$ cat config.mk
export PLATFORM = sky130hd
export DESIGN_NAME = model_loader
export DESIGN_NICKNAME = d
export VERILOG_FILES = /design/src/rtl/model_loader.sv
export SDC_FILE = /design/constraint.sdc
export NUM_CORES = 2
export LEC_CHECK = 0
export ABC_CLOCK_PERIOD_IN_PS = 2290
export CAP_MARGIN = 30
export CORE_MARGIN = 8
export CORE_UTILIZATION = 49
export CTS_CLUSTER_DIAMETER = 40
export DETAILED_ROUTE_END_ITERATION = 10
export PLACE_DENSITY = 0.82
export SLEW_MARGIN = 20
export SYNTH_ARGS = -nofsm -noshare
export SYNTH_HDL_FRONTEND = slang
export SYNTH_SLANG_ARGS = --single-unit
$ cat constraint.sdc
create_clock -name clk -period 2.29 [get_ports clk]
set_input_delay 0.3435 -clock clk [delete_from_list [all_inputs] [get_ports clk]]
set_output_delay 0.3435 -clock clk [all_outputs]
set_load 0.01 [all_outputs]
$ cat src/rtl/model_loader.sv
// Decodes a host word stream into CSRAM / token-controller writes broadcast to every core, and sequences rst_model.
// Optional END-word checksum check is built in when MODEL_LOADER_CHECKSUM_EN is defined.
module model_loader #(
    parameter int WORD_WIDTH       = 32,
    parameter int NUM_CORES        = 999,
    parameter int NUM_NEURONS      = 256,
    parameter int NUM_AXONS        = 256,
    parameter int NUM_WEIGHTS      = 4,
    parameter int CSRAM_READ_WIDTH = 367,
    parameter int CLEAR_CYCLES     = 2,
    localparam int CW  = $clog2(NUM_CORES),
    localparam int AWN = $clog2(NUM_NEURONS),
    localparam int AWA = $clog2(NUM_AXONS),
    localparam int WW  = $clog2(NUM_WEIGHTS)
) (
    input  logic                        clk,
    input  logic                        rst,
    input  logic                        start,
    input  logic [WORD_WIDTH-1:0]       in_data,
    input  logic                        in_valid,
    output logic                        in_ready,
    output logic                        rst_model,
    output logic [CSRAM_READ_WIDTH-1:0] csram_data,
    output logic [AWN-1:0]              csram_addr,
    output logic [CW-1:0]               csram_core_idx,
    output logic                        csram_valid,
    output logic [WW-1:0]               tc_data,
    output logic [AWA-1:0]              tc_addr,
    output logic [CW-1:0]               tc_core_idx,
    output logic                        tc_valid,
    output logic                        busy,
    output logic                        done,
    output logic                        error
);

    localparam int AW        = (AWN > AWA) ? AWN : AWA;
    localparam int NUM_BEATS = (CSRAM_READ_WIDTH + WORD_WIDTH - 1) / WORD_WIDTH;
    localparam int ASM_W     = NUM_BEATS * WORD_WIDTH;
    localparam int BW        = $clog2(NUM_BEATS + 1);
    localparam int CCW       = $clog2(CLEAR_CYCLES + 1);
    localparam logic [CW:0] CORE_LIMIT = (CW + 1)'(NUM_CORES);
    localparam logic [1:0] T_CSRAM = 2'b00;
    localparam logic [1:0] T_TC    = 2'b01;
    localparam logic [1:0] T_END   = 2'b11;

    if (2 + CW + AW + WW > WORD_WIDTH) begin : g_bad_fields
        $error("model_loader: header fields do not fit in WORD_WIDTH");
    end
    if (CLEAR_CYCLES < 1) begin : g_bad_clear
        $error("model_loader: CLEAR_CYCLES must be at least 1");
    end

    typedef enum logic [2:0] {
        S_IDLE,
        S_CLEAR,
        S_HEADER,
        S_DATA,
        S_ISSUE
    } state_t;

    state_t state, state_nxt;

    logic [CCW-1:0]   clr_cnt;
    logic [BW-1:0]    beat_cnt;
    logic [ASM_W-1:0] asm_q, asm_nxt;
    logic             rec_tc, rec_bad;
    logic [CW-1:0]    rec_core;
    logic [AWN-1:0]   rec_addr;
`ifdef MODEL_LOADER_CHECKSUM_EN
    logic [15:0]      sum_q;
`endif

    logic [1:0]    hdr_type;
    logic [CW-1:0] hdr_core;
    logic [AW-1:0] hdr_addr;
    logic          hdr_bad_core, hs, last_beat, clear_last;

    assign hdr_type     = in_data[WORD_WIDTH-1 -: 2];
    assign hdr_core     = in_data[WORD_WIDTH-3 -: CW];
    assign hdr_addr     = in_data[WORD_WIDTH-3-CW -: AW];
    assign hdr_bad_core = {1'b0, hdr_core} >= CORE_LIMIT;
    assign hs           = in_valid && in_ready;
    assign last_beat    = beat_cnt == BW'(NUM_BEATS - 1);
    assign clear_last   = clr_cnt == CCW'(CLEAR_CYCLES - 1);

    always_ff @(posedge clk) begin
        if (!rst) state <= S_IDLE;
        else      state <= state_nxt;
    end

    always_comb begin
        state_nxt   = state;
        in_ready    = 1'b0;
        busy        = 1'b1;
        csram_valid = 1'b0;
        tc_valid    = 1'b0;
        case (state)
            S_IDLE: begin
                busy = 1'b0;
                if (start) state_nxt = S_CLEAR;
            end
            S_CLEAR: if (clear_last) state_nxt = S_HEADER;
            S_HEADER: begin
                in_ready = 1'b1;
                if (hs) begin
                    case (hdr_type)
                        T_CSRAM: state_nxt = S_DATA;
                        T_TC:    state_nxt = S_ISSUE;
                        default: state_nxt = S_IDLE;
                    endcase
                end
            end
            S_DATA: begin
                in_ready = 1'b1;
                if (hs && last_beat) state_nxt = S_ISSUE;
            end
            S_ISSUE: begin
                // Out-of-range records still pass through ISSUE but stay silent.
                csram_valid = !rec_tc && !rec_bad;
                tc_valid    = rec_tc && !rec_bad;
                state_nxt   = S_HEADER;
            end
            default: state_nxt = S_IDLE;
        endcase
    end

    always_comb begin
        asm_nxt = asm_q;
        asm_nxt[int'(beat_cnt) * WORD_WIDTH +: WORD_WIDTH] = in_data;
    end

    always_ff @(posedge clk) begin
        if (!rst) begin
            rst_model      <= 1'b0;
            done           <= 1'b0;
            error          <= 1'b0;
            clr_cnt        <= '0;
            beat_cnt       <= '0;
            asm_q          <= '0;
            rec_tc         <= 1'b0;
            rec_bad        <= 1'b0;
            rec_core       <= '0;
            rec_addr       <= '0;
            csram_data     <= '0;
            csram_addr     <= '0;
            csram_core_idx <= '0;
            tc_data        <= '0;
            tc_addr        <= '0;
            tc_core_idx    <= '0;
`ifdef MODEL_LOADER_CHECKSUM_EN
            sum_q          <= '0;
`endif
        end else begin
            done <= 1'b0;
            case (state)
                S_IDLE: begin
                    if (start) begin
                        error     <= 1'b0;
                        rst_model <= 1'b0;
                        clr_cnt   <= '0;
`ifdef MODEL_LOADER_CHECKSUM_EN
                        sum_q     <= '0;
`endif
                    end
                end
                S_CLEAR: begin
                    if (clear_last) rst_model <= 1'b1;
                    else            clr_cnt   <= clr_cnt + 1'b1;
                end
                S_HEADER: begin
                    if (hs) begin
`ifdef MODEL_LOADER_CHECKSUM_EN
                        if (hdr_type != T_END) sum_q <= sum_q + in_data[15:0];
`endif
                        case (hdr_type)
                            T_CSRAM: begin
                                rec_tc   <= 1'b0;
                                rec_bad  <= hdr_bad_core;
                                rec_core <= hdr_core;
                                rec_addr <= hdr_addr[AWN-1:0];
                                asm_q    <= '0;
                                beat_cnt <= '0;
                                if (hdr_bad_core) error <= 1'b1;
                            end
                            T_TC: begin
                                rec_tc  <= 1'b1;
                                rec_bad <= hdr_bad_core;
                                if (hdr_bad_core) begin
                                    error <= 1'b1;
                                end else begin
                                    tc_core_idx <= hdr_core;
                                    tc_addr     <= hdr_addr[AWA-1:0];
                                    tc_data     <= in_data[WW-1:0];
                                end
                            end
                            T_END: begin
                                done <= 1'b1;
`ifdef MODEL_LOADER_CHECKSUM_EN
                                if (sum_q != in_data[15:0]) error <= 1'b1;
`endif
                            end
                            default: error <= 1'b1;
                        endcase
                    end
                end
                S_DATA: begin
                    if (hs) begin
`ifdef MODEL_LOADER_CHECKSUM_EN
                        sum_q <= sum_q + in_data[15:0];
`endif
                        asm_q    <= asm_nxt;
                        beat_cnt <= beat_cnt + 1'b1;
                        // Output registers load on the last beat so they are stable during ISSUE.
                        if (last_beat && !rec_bad) begin
                            csram_data     <= asm_nxt[CSRAM_READ_WIDTH-1:0];
                            csram_addr     <= rec_addr;
                            csram_core_idx <= rec_core;
                        end
                    end
                end
                default: ;
            endcase
        end
    end

endmodule

==> flow_metrics.py <==
metrics = {
    "clocking": {
        "clkTransAtPathRegs_ns": 0.06,
        "cts_hold_buf": 0,
        "cts_tree": "built",
        "htreeDepth": 3,
        "cts_inserted_buffers": 111,
        "cts-root-buf": "clkbuf_16",
        "clk_latency_ns": 0.66,
        "cts.path.max_buffers": 3,
        "cts_sinks": 804,
    },
    "timing": {
        "period_needed_ns": 2.209,
        "relSlewSlack": 0.5640,
        "fmax_ghz": 0.4527,
        "setup-violations-final": 0,
        "clock_skew_ns": 0.02293,
        "hold_slack_ns": 0.07431,
        "hold_viol": 0,
        "max_slew.worst_pin.slew_ns": 0.6519,
        "finalMaxSlewViolations": 0,
        "rsz0062_at_grt": "true",
        "tns_ns": 0,
        "period_share": 0.9645,
        "fin_ws_ns": 0.08118,
    },
    "synthesis": {
        "postSynthCellCount": 3394,
        "synth.cell_area_um2": 30190,
        "async_flop_share": 0,
        "ys_types": 56,
        "yosysTopAreaCell": "dfxtp_1",
        "synthTopCellsByArea": "dfxtp_1, a21oi_1, a22o_1",
        "yosys_register_bits": 804,
        "syn_area_per_cell_um2": 8.894,
        "synth_nets": 3434,
        "synth_flop_cell": "dfxtp_1",
        "synth-seq-area-share": 0.5332,
        "yosysWarnings": 0,
        "yosysTopAreaCellShare": 0.5332,
        "synth_edf_count": 0,
    },
    "global_routing": {
        "antenna_found_initial": 2,
        "grt_pass1_wl_um": 165900,
        "grt_overflow": 0,
        "grtUsageTotal": 0.2999,
        "grt_pass1_vias": 27310,
        "grt_max_degree": 101,
    },
    "placement": {
        "placed_area_um2": 36520,
        "routabilityCongestion": 0.8805,
        "port_buffers": 447,
        "post-place-ws_ns": -0.06634,
        "dpl.cell_count": 4465,
        "dp_hpwl_um": 70700,
    },
    "floorplanning": {
        "die_w_um": 264.2,
        "fp.dieArea_um2": 69800,
        "core_area_um2": 61260,
        "ioPinCount": 448,
        "die_height_um": 264.2,
        "initial_core_util": 0.4928,
        "rows": 91,
    },
    "setup_path": {
        "path_buf_inv": 3,
        "cp-end-kind": "flop",
        "crit_path_max_fanout": 45,
        "cpLargestDelayFamily": "buffers and inverters",
        "crit_type": "reg2reg",
        "arrival_ns": 2.75,
        "cp-start-kind": "flop",
        "cp_slowest_stage_delay_ns": 0.36,
        "worstPathRequired_ns": 2.83,
        "cp_cell_sequence": "nor3_2, ha_1, nor4bb_2, buf_4, nand2_2, buf_12, buf_4, nor2_1, a21oi_1, a21oi_1",
        "slowest_stage": "dfxtp_4",
    },
    "job": {
        "maxCapViolations": 0,
    },
    "cells_and_area": {
        "area_delta_synth_final_pct": 34.93,
        "layout-drive-gt1-share": 0.1197,
        "postLayoutCoreUtil": 0.6649,
        "instances_no_fill": 4675,
        "finalNetCount": 3828,
        "final_area_um2": 40730,
    },
    "detailed_routing": {
        "vias": 28400,
        "via_per_inst": 6.074,
        "wl_per_cell_um": 23.46,
        "final_antenna_net_count": 0,
        "first_pass_iters": 7,
        "routed_wl_um": 109700,
        "drc": 0,
        "drtIter0Drc": 3270,
    },
    "pwr": {
        "power_mw": 33.42,
        "ir_drop_v": 0.0006633,
        "pwr_density_cell_nw_per_um2": 820.5,
        "p_leak_nw": 14.83,
    },
    "min_path": {
        "worstHoldPathType": "in2reg",
    },
    "status": {
        "status": "finished clean",
    },
}
==> cells in the mapped netlist, drive strengths merged, types with 2 or more instances <==
library cell	number
a211oi	6
a21boi	47
a21o	2
a21oi	509
a221oi	3
a22o	253
a22oi	4
a2bb2o	30
a31oi	66
a32o	40
and2	7
and3	32
and3b	2
and4b	5
buf	135
clkbuf	234
dfxtp	804
ha	4
inv	5
mux2i	53
nand2	443
nand3	42
nand4	2
nor2	172
nor2b	35
nor3	15
nor4bb	2
o21a	2
o21ai	381
o22ai	31
o2bb2ai	13
or3	2
xnor2	2
xor2	2
==> kinds of logic after synthesis <==
family | after synthesis | share of synthesized area
simple gates | 765 | 0.1079
mux | 53 | 0.01758
fa+ha+maj | 4 | 0.001658
buf+inv | 374 | 0.05235
flops | 804 | 0.5332
xor+xnor | 4 | 0.001658
compound gates | 1390 | 0.2856
==> worst reg2reg max path: stages, from the launching register on <==
cell and delay (ns):
dfxtp_4 0.36, nor3_2 0.21, ha_1 0.30, nor4bb_2 0.19, buf_4 0.16, nand2_2 0.11
buf_12 0.22, buf_4 0.22, nor2_1 0.05, a21oi_1 0.20, a21oi_1 0.10
==> sequential cells by signal (all words and copies together), names as in the netlist <==
name / cells
rec_tc: 1
csram_data: 367
clr_cnt: 2
asm_q: 367
done: 1
csram_addr: 8
rec_addr: 8
rec_core: 10
tc_addr: 8
tc_core_idx: 10
rec_bad: 1
csram_core_idx: 10
beat_cnt: 4
error: 1
tc_data: 2
rst_model: 1
state: 3
==> where the power goes <==
part	switching, mW	internal (mW)	leakage, nW	total, mW
sequential	0.00847	14.0	6.47	14.0
combinational	0.697	0.281	6.41	0.979
clock	7.03	11.4	1.94	18.4
==> cell usage in the layout, fill, tap and decap left out, drive strengths merged, types with 32 or more instances in the layout <==
master,synthesis,layout
nand2,443,443
clkdlybuf4s50,0,441
a22o,253,253
dfxtp,804,804
nand3,42,42
mux2i,53,53
a21oi,509,509
a21boi,47,47
o21ai,381,381
a32o,40,40
clkbuf,234,129
nor2b,35,35
nor2,172,172
and3,32,32
buf,135,206
a31oi,66,66
==> worst paths after layout <==
kind | from | end | slack [ns] | cells past startpoint
worst min register to register | asm_q[152] | csram_data[152] | 0.45 | 2
worst max register to register | beat_cnt[0] | csram_data[105] | 0.08 | 10
worst max-delay path | beat_cnt[0] | csram_data[105] | 0.08 | 10
worst min-delay path | rst | state[1] | 0.07 | 2
==> area by class of cell <==
class                           instances  area (um2)
Multi-Input combinational cell       2216       12710
Inverter                                5       18.77
Tap cell                              790       988.4
Sequential cell                       804       16100
Timing Repair Buffer                  650        6823
Clock buffer                          129        3030
Fill cell                            4658       20530
Clock inverter                         80        1049
Antenna cell                            1       2.502
==> per-layer routing <==
layer	part of all wire	vias up	track usage	routed length [um]
met1	0.39	13630	0.3795	43130
met2	0.45	1521	0.4640	49210
met4	0.060	0	0.1696	6629
met3	0.098	331	0.07541	10700
met5	0	-	0	0
li1	-	12910	-	-
==> what timing repair did <==
action                                  CTS  global route
pin swaps                                 1             1
gates resized for setup                  13            21
setup buffers                             0             0
endpoints found under the setup margin   88           324
No activity file was read; power rests on OpenSTA's default activity.
